File: src/rtl/audio_pkg.sv
`default_nettype none
// ============================================================================
//  Module      : audio_pkg
//  Description : Shared audio constants and the 32-bit to 16-bit sample
//                saturation helper used by the codec DAC serializer.
//  Contents    : SAMPLE_W   - width of a stored/serialized sample
//                FRAME_BITS - bit clocks per stereo frame (16 left + 16 right)
//                sat_sample - clamp a signed 32-bit integer into 16 bits
//  Revision    : 1.0 - initial release
// ============================================================================
package audio_pkg;

    localparam int SAMPLE_W   = 16;
    localparam int FRAME_BITS = 32;

    // Clamp to the signed 16-bit range; in-range values pass through as their
    // low 16 bits, which is exact two's-complement for that range.
    function automatic logic signed [SAMPLE_W-1:0] sat_sample(input logic signed [31:0] x);
        logic signed [SAMPLE_W-1:0] res;
        if (x > 32'sd32767) begin
            res = 16'sh7FFF;
        end else if (x < -32'sd32768) begin
            res = 16'sh8000;
        end else begin
            res = x[SAMPLE_W-1:0];
        end
        return res;
    endfunction

endpackage
`default_nettype wire

File: src/rtl/sample_fifo.sv
`default_nettype none
// ============================================================================
//  Module      : sample_fifo
//  Description : Synchronous sample buffer with an occupancy count. A push and
//                a pop may happen on the same clock; a push into a full buffer
//                is accepted only when a pop frees a slot on that same clock.
//                Reads are combinational from the head entry (no bypass, so a
//                pop of an empty buffer never returns the word being pushed).
//  Ports       : i_clk    - system clock, rising edge
//                i_rst_n  - asynchronous active-low reset (empties the buffer)
//                i_push   - write request, i_data is stored if space allows
//                i_data   - word to store
//                i_pop    - read request, ignored when empty
//                o_data   - head entry (valid when o_count != 0)
//                o_count  - number of stored entries, 0..DEPTH
//  Revision    : 1.0 - initial release
// ============================================================================
module sample_fifo #(
    parameter int DEPTH = 8,
    parameter int WIDTH = 16
) (
    input  logic                   i_clk,
    input  logic                   i_rst_n,
    input  logic                   i_push,
    input  logic [WIDTH-1:0]       i_data,
    input  logic                   i_pop,
    output logic [WIDTH-1:0]       o_data,
    output logic [$clog2(DEPTH):0] o_count
);

    localparam int                c_ptr_w = $clog2(DEPTH);
    localparam logic [c_ptr_w:0]  c_full  = (c_ptr_w+1)'(DEPTH);

    logic [WIDTH-1:0]   r_mem [DEPTH];
    logic [c_ptr_w-1:0] r_wr_ptr_q;
    logic [c_ptr_w-1:0] w_wr_ptr_d;
    logic [c_ptr_w-1:0] r_rd_ptr_q;
    logic [c_ptr_w-1:0] w_rd_ptr_d;
    logic [c_ptr_w:0]   r_count_q;
    logic [c_ptr_w:0]   w_count_d;
    logic               w_pop_ok;
    logic               w_push_ok;

    always_comb begin
        w_pop_ok   = i_pop && (r_count_q != '0);
        // A same-cycle pop makes room, so a full buffer can still take a push.
        w_push_ok  = i_push && ((r_count_q != c_full) || w_pop_ok);
        w_wr_ptr_d = r_wr_ptr_q;
        w_rd_ptr_d = r_rd_ptr_q;
        w_count_d  = r_count_q;
        if (w_push_ok) begin
            w_wr_ptr_d = r_wr_ptr_q + 1'b1;
        end
        if (w_pop_ok) begin
            w_rd_ptr_d = r_rd_ptr_q + 1'b1;
        end
        case ({w_push_ok, w_pop_ok})
            2'b10:   w_count_d = r_count_q + 1'b1;
            2'b01:   w_count_d = r_count_q - 1'b1;
            default: w_count_d = r_count_q;
        endcase
    end

    always_ff @(posedge i_clk or negedge i_rst_n) begin
        if (!i_rst_n) begin
            r_wr_ptr_q <= '0;
            r_rd_ptr_q <= '0;
            r_count_q  <= '0;
        end else begin
            r_wr_ptr_q <= w_wr_ptr_d;
            r_rd_ptr_q <= w_rd_ptr_d;
            r_count_q  <= w_count_d;
        end
    end

    // Storage needs no reset: the pointers and count define what is valid.
    always_ff @(posedge i_clk) begin
        if (w_push_ok) begin
            r_mem[r_wr_ptr_q] <= i_data;
        end
    end

    assign o_data  = r_mem[r_rd_ptr_q];
    assign o_count = r_count_q;

endmodule
`default_nettype wire

File: src/rtl/int_sample_to_dac.sv
`default_nettype none
// ============================================================================
//  Module      : int_sample_to_dac
//  Description : Takes signed 32-bit samples from the float-to-int stage,
//                saturates them to 16 bits, buffers them and serializes one
//                sample per stereo frame (same value on left and right,
//                left-justified, MSB first) to an audio codec DAC.
//  Ports       : clock       - system clock, rising edge
//                reset_n     - asynchronous active-low reset
//                dataa       - signed 32-bit sample
//                done        - one-cycle strobe qualifying dataa
//                aud_bclk    - codec bit clock (BCLK_DIV clocks per half-period)
//                aud_daclrck - frame clock, 1 = left channel
//                aud_dacdat  - serial data, changes on aud_bclk falling edges
//                fifo_full   - buffer holds FIFO_DEPTH samples
//                overflow    - one-cycle pulse, incoming sample dropped
//                underrun    - one-cycle pulse, frame started with no sample
//  Revision    : 1.0 - initial release
// ============================================================================
module int_sample_to_dac
    import audio_pkg::*;
#(
    parameter int FIFO_DEPTH = 8,
    parameter int BCLK_DIV   = 16
) (
    input  logic        clock,
    input  logic        reset_n,
    input  logic [31:0] dataa,
    input  logic        done,
    output logic        aud_bclk,
    output logic        aud_daclrck,
    output logic        aud_dacdat,
    output logic        fifo_full,
    output logic        overflow,
    output logic        underrun
);

    localparam int                  c_div_w    = (BCLK_DIV > 2) ? $clog2(BCLK_DIV) : 1;
    localparam logic [c_div_w-1:0]  c_div_last = c_div_w'(BCLK_DIV - 1);
    localparam int                  c_bit_w    = $clog2(FRAME_BITS);
    localparam logic [c_bit_w-1:0]  c_bit_last = c_bit_w'(FRAME_BITS - 1);
    localparam logic [c_bit_w-1:0]  c_bit_half = c_bit_w'(FRAME_BITS / 2);
    localparam int                  c_cnt_w    = $clog2(FIFO_DEPTH) + 1;
    localparam logic [c_cnt_w-1:0]  c_fifo_max = c_cnt_w'(FIFO_DEPTH);

    logic [c_div_w-1:0]  r_div_q;
    logic [c_div_w-1:0]  w_div_d;
    logic                r_bclk_q;
    logic                w_bclk_d;
    logic [c_bit_w-1:0]  r_bit_q;
    logic [c_bit_w-1:0]  w_bit_d;
    logic                r_started_q;
    logic                w_started_d;
    logic                r_lrck_q;
    logic                w_lrck_d;
    logic [SAMPLE_W-1:0] r_held_q;
    logic [SAMPLE_W-1:0] w_held_d;
    logic [SAMPLE_W-1:0] r_shreg_q;
    logic [SAMPLE_W-1:0] w_shreg_d;

    logic                w_div_wrap;
    logic                w_bclk_fall;
    logic                w_frame_start;
    logic                w_fifo_empty;
    logic                w_pop;
    logic [SAMPLE_W-1:0] w_sat;
    logic [SAMPLE_W-1:0] w_fifo_data;
    logic [SAMPLE_W-1:0] w_load_sample;
    logic [c_cnt_w-1:0]  w_fifo_count;

    assign w_sat = sat_sample($signed(dataa));

    sample_fifo #(
        .DEPTH (FIFO_DEPTH),
        .WIDTH (SAMPLE_W)
    ) u_fifo (
        .i_clk   (clock),
        .i_rst_n (reset_n),
        .i_push  (done),
        .i_data  (w_sat),
        .i_pop   (w_pop),
        .o_data  (w_fifo_data),
        .o_count (w_fifo_count)
    );

    assign fifo_full    = (w_fifo_count == c_fifo_max);
    assign w_fifo_empty = (w_fifo_count == '0);

    // Frame timing decode. The bit counter sits at 0 out of reset, so the very
    // first bclk falling edge is a frame start without advancing the counter;
    // after that a frame starts whenever the counter wraps from its last bit.
    assign w_div_wrap    = (r_div_q == c_div_last);
    assign w_bclk_fall   = w_div_wrap && r_bclk_q;
    assign w_frame_start = w_bclk_fall && (!r_started_q || (r_bit_q == c_bit_last));
    assign w_pop         = w_frame_start && !w_fifo_empty;

    assign underrun = w_frame_start && w_fifo_empty;
    assign overflow = done && fifo_full && !w_pop;

    // A fresh pop feeds the shift register directly on the frame-start edge,
    // the held copy then serves the right channel and any underrun frames.
    assign w_load_sample = w_pop ? w_fifo_data : r_held_q;

    always_comb begin
        w_div_d     = w_div_wrap ? '0 : (r_div_q + 1'b1);
        w_bclk_d    = w_div_wrap ? ~r_bclk_q : r_bclk_q;
        w_bit_d     = r_bit_q;
        w_started_d = r_started_q;
        w_lrck_d    = r_lrck_q;
        w_held_d    = r_held_q;
        w_shreg_d   = r_shreg_q;
        if (w_bclk_fall) begin
            w_started_d = 1'b1;
            if (!r_started_q || (r_bit_q == c_bit_last)) begin
                w_bit_d = '0;
            end else begin
                w_bit_d = r_bit_q + 1'b1;
            end
            w_lrck_d = (w_bit_d < c_bit_half);
            if (w_pop) begin
                w_held_d = w_fifo_data;
            end
            if ((w_bit_d == '0) || (w_bit_d == c_bit_half)) begin
                w_shreg_d = w_load_sample;
            end else begin
                w_shreg_d = {r_shreg_q[SAMPLE_W-2:0], 1'b0};
            end
        end
    end

    always_ff @(posedge clock or negedge reset_n) begin
        if (!reset_n) begin
            r_div_q     <= '0;
            r_bclk_q    <= 1'b0;
            r_bit_q     <= '0;
            r_started_q <= 1'b0;
            r_lrck_q    <= 1'b0;
            r_held_q    <= '0;
            r_shreg_q   <= '0;
        end else begin
            r_div_q     <= w_div_d;
            r_bclk_q    <= w_bclk_d;
            r_bit_q     <= w_bit_d;
            r_started_q <= w_started_d;
            r_lrck_q    <= w_lrck_d;
            r_held_q    <= w_held_d;
            r_shreg_q   <= w_shreg_d;
        end
    end

    assign aud_bclk    = r_bclk_q;
    assign aud_daclrck = r_lrck_q;
    assign aud_dacdat  = r_shreg_q[SAMPLE_W-1];

endmodule
`default_nettype wire

File: config.mk
export PLATFORM = sky130hd
export DESIGN_NAME = int_sample_to_dac
export DESIGN_NICKNAME = d
export VERILOG_FILES = /design/src/rtl/audio_pkg.sv /design/src/rtl/sample_fifo.sv /design/src/rtl/int_sample_to_dac.sv
export SDC_FILE = /design/constraint.sdc
export NUM_CORES = 1
export LEC_CHECK = 0
export CORE_UTILIZATION = 35
export DETAILED_ROUTE_END_ITERATION = 8
export HOLD_SLACK_MARGIN = 0.08
export SLEW_MARGIN = 20
export SYNTH_ARGS = -nofsm -noshare
export SYNTH_HDL_FRONTEND = slang
export SYNTH_SLANG_ARGS = --single-unit
File: constraint.sdc
create_clock -name clock -period 4.3 [get_ports clock]
set_input_delay 1.29 -clock clock [delete_from_list [all_inputs] [get_ports clock]]
set_output_delay 1.29 -clock clock [all_outputs]
set_load 0.02 [all_outputs]
==> results by group, run 1 <==
Cells and area
  • Layout cells sized above 1: 18.8%
  • Post-Layout Cell Count: 807
  • Layout Utilization: 42.1%
  • Area added between synthesis and finish: 17.3%
  • N_diodes: 0
  • Final #Nets: 560

Place
  • Final Wtd Congestion: 0.738
  • Dpl cells: 775
  • HPWL Detailed: 8720 um
  • Port Buf Inserts: 40

Routing
  • Routed WL per cell: 17.8 um
  • Final ANT Viol Nets: 0
  • Post-Route WL: 14,400 um
  • Pre-Repair DR Iteration Count: 4
  • # DRC: 0
  • 1st-iter DRT viols: 259
  • Via count: 4,106
  • Vias per cell: 5.09

Pwr
  • VDD IR max: 0.345 mV
  • LEAKAGE: 3.04 nW
  • Pwr/cell area: 547 nW/um^2

Floorplan
  • Die X: 149 um
  • Die Y: 149 um
  • Number of cell rows: 53
  • Core area: 21,100 um^2
  • Initial core utilization: 35.9%
  • I/O pins: 41
  • Die ar.: 22,200 um^2

Yosys
  • Area contributors post-synth: edfxtp_1 (51%), dfrtp_1 (18%), mux4_2 (9.5%)
  • Dominant cell type by area after synthesis: edfxtp_1
  • Yosys top cell area share: 50.8%
  • Post-synth ARST share: 29.7%
  • Syn avg cell area: 16.0 um^2
  • Yosys cell types: 47
  • Cells after Synth: 473
  • Seq/Total Area, Yosys: 68.6%
  • Mapped Area: 7570 um^2
  • FF+latch count, synth: 182
  • Post-synth top flop: edfxtp_1
  • Yosys warning count: 0
  • Syn nets: 514
  • Post-synth EDFFs: 128

Timing
  • Endpoints failing setup: 0
  • Pins Over Slew Limit: 0
  • Setup TNS: 0 ps
  • Fmax: 256 MHz
  • Hold Vio Cnt, Final: 0
  • Skew final: 11.9 ps
  • Unrepaired setup endpoints after global routing: false
  • Final Critical Period: 3910 ps
  • Least-Margin Pin Slew: 1110 ps
  • Final period utilization: 91.0%
  • Slew HR: 26.1%

Clock network
  • Root Driver: clkbuf_16
  • CTS hold repair buffers: 0
  • Setup bufs post-CTS: 0
  • Clk buf depth: 2
  • Clock net sink count: 182
  • Worst-path clk slew: 60 ps
  • CTS Buf Count: 17
  • Worst-Skew Late Latency: 430 ps
  • CTS tree: yes
  • H-tree depth: 4
  • Post-cts gate resize count: 0

GRT
  • Total track usage: 14.2%
  • Initial antenna violation count: 0
  • Number of global-route vias before repair: 4,306
  • Largest net degree at the start of global routing: 51
  • First-pass GRT wire length: 23,200 um
  • Congestion Overflow GR: 0

Worst hold path
  • Worst min path class: flip-flop to flip-flop

Critical path
  • Worst reg-to-reg setup slack: 1390 ps
  • CP Data Arrival Time: 2620 ps
  • CP max stage delay: 590 ps
  • Crit path launch: r_bit_q[0]
  • Worst Reg-to-Reg Cells: 8
  • Worst path cell trace: ha_1, and3_1, ha_1, nand2b_1, nand2_2, and3_1, clkdlybuf4s50_1
  • CP Launch Type: flip-flop
  • Worst Path Max Fanout: 6
  • CP required: 3010 ps
  • CP Class: flip-flop to output pin
  • Slowest library cell on the worst path: clkdlybuf4s50_1
  • CP Capture Type: output pin
  • R2R Path Start: r_bit_q[0]
  • Reg2reg end: r_shreg_q[0]
  • Crit path to: overflow

Outcome
  • Outcome: completed

Job
  • Max-Cap Viols: 0
cell usage in the layout, fill, tap and decap left out, types with 2 or more instances in the layout:
cell             netlist  final
nand3_1                3      3
nor4_1                 5      4
bufinv_16              0      3
o21ai_1                3      3
mux4_2                32     32
a22o_1                 2      2
inv_6                  0      2
clkbuf_16              0     17
and3_1                 2      2
nand2b_1               4      4
a21oi_1               49     49
nor4_2                 1      2
xor2_1                 5      5
buf_4                  1     15
nand4_1                5      5
o21a_1                16     16
clkinv_2               0      4
mux2i_1               18     18
edfxtp_1             128    128
dfrtp_1               54     52
inv_1                  4      4
a211o_1               15     15
clkdlybuf4s50_1        0     39
clkinvlp_4             0      3
nor3_2                 0      4
nor2_2                10     10
nand3b_1               2      2
nand2_1               18     18
clkbuf_1               9      2
xnor2_1                5      5
o21ai_0                3      3
a31oi_1                2      2
nor2_1                30     30
ha_1                   6      6
nor3_1                 7      3
report_power, final:
part / total [mW] / switching (mW) / internal, mW
clock: 1.54 / 0.625 / 0.911
combinational: 0.824 / 0.410 / 0.414
sequential: 2.50 / 0.234 / 2.26
stage by stage:
stage / hold WS (ps) / area [um^2] / worst slack [ps] / total power [mW]
2_1_floorplan: 449 / 7570 / 853 / 3.09
3_3_place_gp: 463 / 8290 / 503 / 3.34
3_5_place_dp: 493 / 8290 / 513 / 3.38
4_1_cts: 501 / 8880 / 358 / 4.93
5_1_grt: 531 / 8880 / 197 / 5.10
6_report: 507 / 8880 / 388 / 4.86
flip-flops by register name, summed over array words and instances (netlist names):
name / cells
u_fifo.o_count: 4
aud_daclrck: 1
r_bit_q: 5
r_shreg_q: 16
r_held_q: 16
r_div_q: 4
u_fifo.r_wr_ptr_q: 3
u_fifo.r_rd_ptr_q: 3
u_fifo.r_mem: 128
r_started_q: 1
aud_bclk: 1
kinds of logic (layout without fill, tap and decap cells):
logic type	count (synthesis)	in the layout	share of synthesized area, %
flops	182	182	68.6
simple gates	96	96	6.71
buf+inv	32	91	2.33
fa+ha+maj	6	6	0.991
xor+xnor	10	10	1.16
compound gates	95	95	8.01
mux	52	52	12.2
layout make-up:
type	count	area, um^2
multi-input combinational	259	2230
fill	1916	12200
sequential	182	5200
inverter	4	15.0
clock buffer	19	433
clock inverter	13	154
tap	275	344
timing repair buffer	55	508
routing by layer:
| layer | track usage [%] | part of all wire [%] | vias to the layer above |
|---|---|---|---|
| met4 | 5.41 | 1.2 | 0 |
| met2 | 23.1 | 51 | 80 |
| met1 | 18.2 | 44 | 2088 |
| li1 | - | - | 1924 |
| met5 | 0 | 0 | - |
| met3 | 3.52 | 3.9 | 14 |
cells in the mapped netlist, types with 2 or more instances:
cell type  instances
ha_1               6
a211o_1           15
nand2_1           18
nor2_1            30
nand2b_1           4
buf_2             12
o21ai_1            3
xor2_1             5
a21oi_1           49
clkbuf_1           9
nand3_1            3
o21a_1            16
nand3b_1           2
a31oi_1            2
o21ai_0            3
edfxtp_1         128
buf_6              5
a22o_1             2
mux2i_1           18
nand4_1            5
xnor2_1            5
dfrtp_1           54
nor4_1             5
inv_1              4
and3_1             2
nor3_1             7
mux4_2            32
nor2_2            10
critical path, delay by kind of cell, from the launching register on:
kind          cells  cell delay (ps)
simple gates      4              710
buf+inv           1              590
fa+ha+maj         2              490
flops             1              410
worst min-delay path by stage:
| stage | startpoint | endpoint | slack (ps) | cells past startpoint |
|---|---|---|---|---|
| after floorplan | r_div_q[0] | r_div_q[0] | 450 | 1 |
| after global placement | r_div_q[0] | r_div_q[0] | 460 | 1 |
| after detailed placement | r_div_q[0] | r_div_q[0] | 490 | 1 |
| after CTS | r_div_q[0] | r_div_q[0] | 500 | 1 |
| after global routing | r_held_q[3] | r_held_q[3] | 530 | 2 |
| final | r_div_q[0] | r_div_q[0] | 510 | 1 |
Note: power is estimated with default switching activity, not from simulation.
==> inputs of run 2 (changes only) <==
--- a/config.mk
+++ b/config.mk
@@ -6,6 +6,7 @@
 export NUM_CORES = 1
 export LEC_CHECK = 0
 export CORE_UTILIZATION = 35
+export CTS_CLUSTER_SIZE = 14
 export DETAILED_ROUTE_END_ITERATION = 8
 export HOLD_SLACK_MARGIN = 0.08
 export SLEW_MARGIN = 20
==> constraint.sdc (replaced) <==
create_clock -name clock -period 4.58 [get_ports clock]
set_input_delay 1.374 -clock clock [delete_from_list [all_inputs] [get_ports clock]]
set_output_delay 1.374 -clock clock [all_outputs]
set_load 0.02 [all_outputs]
==> run 2 against run 1 <==
  * Non-clock buffer count down 1
  * Clock skew down 1.5 ps
  * Worst setup slack better by 65 ps
  * Via count up 3.3%
  * Design area down 0.20%
  * Sequential power down 6%
  * Routed wire length up 2.2%
  * Largest cell class unchanged
==> results by group, run 2 (same netlist as run 1, synthesis figures left out) <==
Timing
  • Skew final: 10.4 ps
  • Setup TNS: 0 ps
  • Final period utilization: 90.1%
  • Fmax: 242 MHz
  • Pins Over Slew Limit: 0
  • Endpoints failing setup: 0
  • Final Critical Period: 4130 ps
  • Least-Margin Pin Slew: 924 ps
  • Hold Vio Cnt, Final: 0
  • Unrepaired setup endpoints after global routing: false
  • Slew HR: 38.4%

Critical path
  • CP Launch Type: input port
  • Worst path bufs/invs: 2
  • Worst path cell trace: clkdlybuf4s50_1, and3_1, clkdlybuf4s50_1
  • CP required: 3210 ps
  • Worst Path Max Fanout: 8
  • Worst Reg-to-Reg Cells: 8
  • CP Class: input port to output pin
  • Reg2reg end: u_fifo.r_mem[2][11]
  • CP Data Arrival Time: 2750 ps
  • R2R Path Start: r_bit_q[0]
  • Most used cell along the critical path: clkdlybuf4s50_1
  • CP delay by family, top: buffers and inverters
  • CP max stage delay: 600 ps
  • CP Capture Type: output pin
  • Worst reg-to-reg setup slack: 1930 ps
  • Slowest library cell on the worst path: clkdlybuf4s50_1

Clock network
  • Clock net sink count: 182
  • Root Driver: clkbuf_16
  • CTS Buf Count: 17
  • H-tree depth: 4
  • Clk buf depth: 2
  • Worst-path clk slew: 60 ps
  • CTS hold repair buffers: 0
  • Setup bufs post-CTS: 0
  • CTS tree: yes
  • Post-cts gate resize count: 0
  • Worst-Skew Late Latency: 430 ps

Place
  • Final Wtd Congestion: 0.701
  • HPWL Detailed: 8720 um
  • Port Buf Inserts: 40
  • Dpl cells: 774

Pwr
  • Sequential Power Share: 51.5%
  • Clk pwr share: 31.1%
  • LEAKAGE: 3.05 nW
  • Overall Power: 4.54 mW
  • Comb power frac: 17.4%
  • VDD IR max: 0.288 mV
  • P_sw: 1.22 mW
  • Switching share of power: 27.0%
  • Pwr/cell area: 512 nW/um^2
  • Internal power: 3.32 mW

GRT
  • Initial antenna violation count: 0
  • Total track usage: 14.5%
  • First-pass GRT wire length: 23,800 um
  • Number of global-route vias before repair: 4,309
  • Congestion Overflow GR: 0
  • Largest net degree at the start of global routing: 51

Routing
  • Via count: 4,240
  • 1st-iter DRT viols: 266
  • # DRC: 0
  • Vias per cell: 5.26
  • Post-Route WL: 14,700 um
  • Routed WL per cell: 18.3 um
  • Final ANT Viol Nets: 0
  • Pre-Repair DR Iteration Count: 4

Cells and area
  • Post-Layout Cell Count: 806
  • N_diodes: 0
  • Layout cells sized above 1: 19.6%
  • Number of flip-flops under the largest register name: 128
  • Area added between synthesis and finish: 17.1%
  • Top reg by flops: u_fifo.r_mem
  • Regs by FF count: u_fifo.r_mem: 128 flops, r_held_q: 16 flops, r_shreg_q: 16 flops
  • Final #Nets: 559
  • Commonest non-fill, non-tap cells in the layout: edfxtp_1 (128), dfrtp_1 (51), a21oi_1 (49)
  • Commonest non-fill, non-tap cell in the layout: edfxtp_1

Worst hold path
  • Worst min path class: flip-flop to flip-flop
  • Hold path start: r_div_q[0]
  • Worst Hold Endpoint: r_div_q[0]
  • Hold Path Stages: 1

Floorplan
  • Die X: 149 um
  • I/O pins: 41
  • Die ar.: 22,200 um^2
  • Number of cell rows: 53
  • Core area: 21,100 um^2
  • Initial core utilization: 35.9%
  • Die Y: 149 um

Outcome
  • Outcome: completed

Job
  • Max-Cap Viols: 0
run 2: changes by cell type in the layout (fill, tap and decap cells not counted), sizes merged:
cell and delta:
clkinv -2, clkinvlp -2, clkbuf +5, buf -1, inv +2, bufinv -3
run 2: worst max path at each step:
stage                     startpoint            endpoint  cells past startpoint
after global placement          done            overflow                      3
final                           done            overflow                      3
after detailed placement        done            overflow                      3
after CTS                       done            overflow                      3
after floorplan                 done  u_fifo.r_mem[0][0]                      2
after global routing            done            overflow                      3
run 2: per-stage QoR:
step	utilization, %	hold WS (ps)	instance area (um^2)	setup slack, ps
after floorplan	-	449	7570	1050
after global placement	39.3	462	8280	467
final	42.0	500	8860	453
after detailed placement	39.3	491	8280	453
after global routing	42.0	523	8860	401
after CTS	42.0	499	8860	452
run 2: area by class of cell:
class / instances / area (um^2)
inverters: 4 / 15.0
clock inverters: 8 / 57.6
repair buffers: 54 / 500
fillers: 1910 / 12200
clock buffers: 24 / 520
well taps: 275 / 344
multi-input cells: 259 / 2230
flip-flops and latches: 182 / 5200
run 2: power by group through the flow:
stage	combinational (mW)	sequential, mW	clock, mW
6_report	0.790	2.34	1.41
5_1_grt	0.883	2.38	1.50
4_1_cts	0.804	2.35	1.44
3_5_place_dp	0.802	2.38	0
3_3_place_gp	0.778	2.36	0
2_1_floorplan	0.627	2.27	0
run 2: metal layers:
metal  vias up  track usage, %  wire length [um]
met5         -               0                 0
met1      2200            18.8              6750
met3        14            3.55               531
met4         0            4.69               126
li1       1924               -                 -
met2       102            23.7              7310
run 2: worst reg2reg max path, cell delays in order (launching register included):
cell	delay, ps
dfrtp_1	420
ha_1	260
and3_1	160
ha_1	210
nor2b_1	270
nor2_1	130
o21ai_1	580
nor3_2	90
buf_4	260
==> inputs of run 3 (changes only) <==
--- a/config.mk
+++ b/config.mk
@@ -5,6 +5,7 @@
 export SDC_FILE = /design/constraint.sdc
 export NUM_CORES = 1
 export LEC_CHECK = 0
+export CORE_MARGIN = 10
 export CORE_UTILIZATION = 35
 export CTS_CLUSTER_SIZE = 14
 export DETAILED_ROUTE_END_ITERATION = 8
==> run 3 against run 2 <==
  * Core utilization is 0.067 points lower
  * Die area is 26% higher
  * Design area is 0.16% higher
  * Worst hold slack worse by 6.0 ps
  * Clock-buffer cell count is 7 lower
  * Sequential share of layout area is 0.091 points lower
  * Global-route usage is 4.0 points lower
  * Non-clock buffer count stayed put
  * Clock power is 3% higher
  * Flip-flop and latch count stayed put
  * Critical path depth stayed put
  * Highest routed layer unchanged
==> results by group, run 3 (same netlist as run 1, synthesis figures left out) <==
Clock network
  • CTS Buf Count: 17
  • Clk buf depth: 2
  • CTS tree: yes
  • Setup bufs post-CTS: 0
  • Root Driver: clkbuf_16
  • Worst-path clk slew: 70 ps
  • Clock net sink count: 182
  • Post-cts gate resize count: 0
  • Worst-Skew Late Latency: 420 ps
  • CTS hold repair buffers: 0
  • H-tree depth: 4

Timing
  • Setup TNS: 0 ps
  • Final Critical Period: 4140 ps
  • Final period utilization: 90.3%
  • Hold_ws: 494 ps
  • Pins Over Slew Limit: 0
  • Endpoints failing setup: 0
  • Unrepaired setup endpoints after global routing: false
  • Worst Slack Setup Final: 444 ps
  • Fmax: 242 MHz
  • Hold Vio Cnt, Final: 0
  • Least-Margin Pin Slew: 1070 ps
  • Slew HR: 28.4%
  • Skew final: 6.88 ps

Cells and area
  • Commonest non-fill, non-tap cells in the layout: edfxtp_1 (128), dfrtp_1 (51), a21oi_1 (49)
  • N_diodes: 0
  • Fill count: 1,857
  • Layout cells sized above 1: 19.2%
  • Top reg by flops: u_fifo.r_mem
  • Finished Cell Area: 8880 um^2
  • Area added between synthesis and finish: 17.2%
  • Commonest non-fill, non-tap cell in the layout: edfxtp_1
  • Layout Utilization: 42.0%
  • Number of flip-flops under the largest register name: 128
  • Final #Nets: 559
  • Regs by FF count: u_fifo.r_mem: 128 flops, r_held_q: 16 flops, r_shreg_q: 16 flops
  • Post-Layout Cell Count: 805

GRT
  • Congestion Overflow GR: 0
  • Initial antenna violation count: 0
  • First-pass GRT wire length: 23,200 um
  • Total track usage: 10.4%
  • Number of global-route vias before repair: 4,281
  • Largest net degree at the start of global routing: 51

Critical path
  • Most used cell along the critical path: clkdlybuf4s50_1
  • Worst path cell trace: clkdlybuf4s50_1, and3_1, clkdlybuf4s50_1
  • Slowest library cell on the worst path: clkdlybuf4s50_1
  • CP delay by family, top: buffers and inverters
  • CP Capture Type: output pin
  • Worst path bufs/invs: 2
  • CP Class: input port to output pin
  • CP required: 3210 ps
  • CP Data Arrival Time: 2760 ps
  • CP Launch Type: input port
  • Worst Path Max Fanout: 8
  • CP max stage delay: 600 ps

Job
  • Max-Cap Viols: 0

Pwr
  • Sequential Power Share: 51.1%
  • Clk pwr share: 31.7%
  • Pwr/cell area: 516 nW/um^2
  • P_sw: 1.25 mW
  • Internal power: 3.33 mW
  • VDD IR max: 0.310 mV
  • Comb power frac: 17.2%
  • Switching share of power: 27.2%
  • Overall Power: 4.58 mW
  • LEAKAGE: 3.04 nW

Routing
  • Met3 Wirelength: 571 um
  • 1st-iter DRT viols: 245
  • Vias per cell: 5.17
  • Post-Route WL: 14,600 um
  • # DRC: 0
  • Via count: 4,158
  • Pre-Repair DR Iteration Count: 4
  • WL met2: 7210 um
  • Routed WL per cell: 18.2 um
  • Top sig layer: met4
  • Final ANT Viol Nets: 0
  • Wl on met1: 6680 um

Place
  • Worst slack, placed: 448 ps
  • Final Wtd Congestion: 0.710
  • Dpl cells: 774
  • Dpl cell area: 8280 um^2
  • Port Buf Inserts: 40
  • HPWL Detailed: 8960 um

Worst hold path
  • Worst min path class: flip-flop to flip-flop

Floorplan
  • Die X: 167 um
  • I/O pins: 41
  • Number of cell rows: 53
  • Core area: 21,200 um^2
  • Die Y: 167 um
  • Initial core utilization: 35.8%
  • Die ar.: 27,900 um^2

Outcome
  • Outcome: completed
[run 3: cell count changes in the layout (fill, tap and decap cells not counted), moves of 2 or more]
cell / delta
inv_4: -3
inv_6: +4
clkbuf_2: -4
clkinv_4: +2
inv_8: +2
bufinv_16: +2
clkbuf_16: -3
[run 3: worst register-to-register path, cell delays in order, from the launching register on]
cell and delay [ps]:
dfrtp_1 420, ha_1 260, and3_1 160, ha_1 210, or3b_1 380, mux2i_1 160
or2_1 840, a21oi_1 170, a21oi_1 210
[run 3: power by group through the flow]
stage	clock (mW)	sequential [mW]	combinational (mW)
final	1.45	2.34	0.787
after floorplan	0	2.27	0.627
after detailed placement	0	2.38	0.796
after global placement	0	2.35	0.769
after CTS	1.48	2.35	0.799
after global routing	1.54	2.38	0.870
[run 3: path summary, 6_finish.rpt]
path | startpoint | end | slack, ps | cells after the start
setup / recovery | done | overflow | 440 | 3
hold / removal | r_div_q[0] | r_div_q[0] | 490 | 1
setup reg to reg | r_bit_q[0] | r_shreg_q[6] | 1700 | 8
hold reg to reg | r_div_q[0] | r_div_q[0] | 490 | 1
max in group asynchronous | reset_n | u_fifo.r_rd_ptr_q[0] | 2810 | 2
min in group asynchronous | reset_n | aud_daclrck | 970 | 1
[run 3: area by class of cell]
| type | count | area (um^2) | share of cell area, % |
|---|---|---|---|
| Clock inverter | 14 | 166 | 1.87 |
| Tap cell | 275 | 344 | 3.88 |
| Sequential cell | 182 | 5200 | 58.6 |
| Timing Repair Buffer | 54 | 500 | 5.64 |
| Multi-Input combinational cell | 259 | 2230 | 25.1 |
| Clock buffer | 17 | 425 | 4.79 |
| Inverter | 4 | 15.0 | 0.169 |
[run 3: layer usage]
layer,vias up,global-route usage [%]
met5,-,0
met3,12,2.90
li1,1926,-
met1,2150,13.2
met2,70,17.0
met4,0,3.40
==> patch (settings of run 1) <==
Reset style: synchronous (`i_rst_n` and `reset_n`), changed in 2 clocked blocks. Comments in the files are not updated.
--- a/src/rtl/sample_fifo.sv
+++ b/src/rtl/sample_fifo.sv
@@ -61,7 +61,7 @@
         endcase
     end
 
-    always_ff @(posedge i_clk or negedge i_rst_n) begin
+    always_ff @(posedge i_clk) begin
         if (!i_rst_n) begin
             r_wr_ptr_q <= '0;
             r_rd_ptr_q <= '0;
--- a/src/rtl/int_sample_to_dac.sv
+++ b/src/rtl/int_sample_to_dac.sv
@@ -128,7 +128,7 @@
         end
     end
 
-    always_ff @(posedge clock or negedge reset_n) begin
+    always_ff @(posedge clock) begin
         if (!reset_n) begin
             r_div_q     <= '0;
             r_bclk_q    <= 1'b0;
Function: differs if reset_n is asserted again (counterexample within 10 cycles, from zero or initial values and one cycle with reset_n low); with reset_n held inactive, the same outputs for 10 cycles.
==> patch against run 1 <==
Synthesized area shrank 2.3%; synthesized cell count increased by 2.7%; setup slack got worse by 93 ps; clock skew about the same; design area is 1.7% lower; first-iteration DRC count increased by 21%; critical path depth stayed put; sequential share of layout area fell by 1.4 points; routed wire length is 2.1% lower; worst hold slack worse by 42 ps; sequential cell count increased by 3; core utilization up 0.50 points; highest routed layer unchanged.
Power is not compared: it rests on default switching activity, and its combinational part moved more than twofold at a synthesized area within 25%.
==> patch: results (changes against run 1) <==
* CP max-delay cell: clkdlybuf4s50_1
* Share of post-route cells with drive strength above 1 at 0.1761 (-0.01182)
* Clock root buffer master: clkbuf_16
* Post-CTS sizing at 0 (unchanged)
* Worst R2R Start: r_bit_q[0]$_SDFFE_PN0N_
* Register area share after synthesis at 0.6735 (-0.01251)
* Final #Nets at 574 (+2.5%)
* Met3 routed WL at 383 µm (-32%)
* CP max stage delay at 610 ps (+20 ps)
* Worst hold margin at 464.7 ps (-42.45 ps)
* Commonest cells in the synthesized netlist: edfxtp_1 (128), dfxtp_1 (57), nor2_1 (40), mux4_2 (32), nand2_1 (28)
* Worst Skew at 12.41 ps (+0.4676 ps)
* Cts bufs inserted at 17 (unchanged)
* CP arrival at 2710 ps (+90 ps)
* Number of flops mapped to enable cells by yosys at 128 (unchanged)
* Main area contributors after synthesis: edfxtp_1 (52%), dfxtp_1 (15%), mux4_2 (9.7%)
* Number of H-tree levels at 4 (unchanged)
* Dpl hpwl at 8677 µm (-0.46%)
* First-pass GRT wire length at 22870 µm (-1.4%)
* Vias at 4142 (+0.88%)
* Reg clk slew, reported paths at 70 ps
* DR top layer: met4
* M1 WL at 6360 µm (-0.16%)
* Postcts setup bufs at 0 (unchanged)
* Net Sw Frac at 0.1996
* Tot GR Track Use at 0.1398 (-0.002064)
* R2R depth at 12 (+4)
* Worst R2R End: u_fifo.o_count[2]$_SDFFE_PN0P_
* Inserted Diodes at 0 (unchanged)
* Largest net degree at the start of global routing at 37 (-27%)
* Total nets after synthesis at 527 (+2.5%)
* Hold Path Sink: r_div_q[0]$_SDFF_PP0_
* HP Class: register to register
* Post-synth cell types at 50 (+6.4%)
* Max Fanout on Critical Path at 6 (unchanged)
* First drt pass iteration count at 6 (+2)
* Number of global-route vias before repair at 4260 (-1.1%)
* Status: finished, final reports clean
* Kind of critical path: register to primary output
* Global placer's final weighted congestion at 0.7387 (about the same)
* Routed wl met2 at 7243 µm (-0.48%)
* Clock Latency Late Sink at 430 ps (about the same)
* Kind of cell adding the most delay to the critical path: simple AND/OR/NAND/NOR gates
* WHS Path Cells at 1 (unchanged)
* Fraction of registers with async set/reset at 0 (-0.2967)
* Iteration-0 DRC Markers at 314 (+21%)
* Maximum vdd drop at 0.2044 mV
* Worst Setup EP: overflow
* R2R Setup Slk at 1450 ps (+60 ps)
* Hold Crit Start: r_div_q[0]$_SDFF_PP0_
* Wirelength per Cell at 17.29 µm (-3.0%)
* Normalized max-slew margin at 0.3435 (+0.08291)
* Leakage at 0.002777 µW
* Antenna violations before repair at 0 (unchanged)
* PortBufs at 40 (unchanged)
[patch: cell type report]
cell class | instances | area, µm²
multi-input cells | 267 | 2236
well taps | 270 | 337.8
fillers | 1822 | 11760
repair buffers | 58 | 535.5
clock inverters | 14 | 196.4
clock buffers | 17 | 425.4
inverters | 4 | 15.01
flip-flops and latches | 185 | 4987
[patch: metrics by stage]
stage / util / power, µW / setup slack [ps] / area (µm²) / cells
detailed placement: 0.3958 / 2142 / 481.0 / 8112 / 784
finish: 0.4261 / 3726 / 295.4 / 8733 / 815
CTS: 0.4261 / 3762 / 256.1 / 8733 / 815
global route: 0.4261 / 3844 / 127.4 / 8733 / 815
global placement: 0.3958 / 2135 / 469.0 / 8112 / 784
floorplan: - / 2071 / 830.0 / 7401 / 486
[patch: kinds of logic (layout without fill, tap and decap cells)]
logic type	Yosys count	count (layout)	synth area share
adders and majority gates	6	6	0.01014
xor gates and xnor gates	9	9	0.01065
DFF	185	185	0.6735
muxes	49	49	0.1204
AOI/OAI and AO/OA	89	89	0.08098
and+or+nand+nor	114	114	0.07862
buffers and inverters	34	93	0.02570
[patch: per-layer routing]
| layer | vias up | GRT usage |
|---|---|---|
| met5 | - | 0 |
| met1 | 2087 | 0.1753 |
| li1 | 1980 | - |
| met4 | 0 | 0.04175 |
| met3 | 11 | 0.03364 |
| met2 | 64 | 0.2394 |
[patch: power by group through the flow]
stage	clock network, µW	registers [µW]	logic (µW)
global placement	0	1990	147
detailed placement	0	1990	151
floorplan	0	1990	85.6
global route	1730	1950	164
CTS	1660	1950	152
finish	1620	1950	150
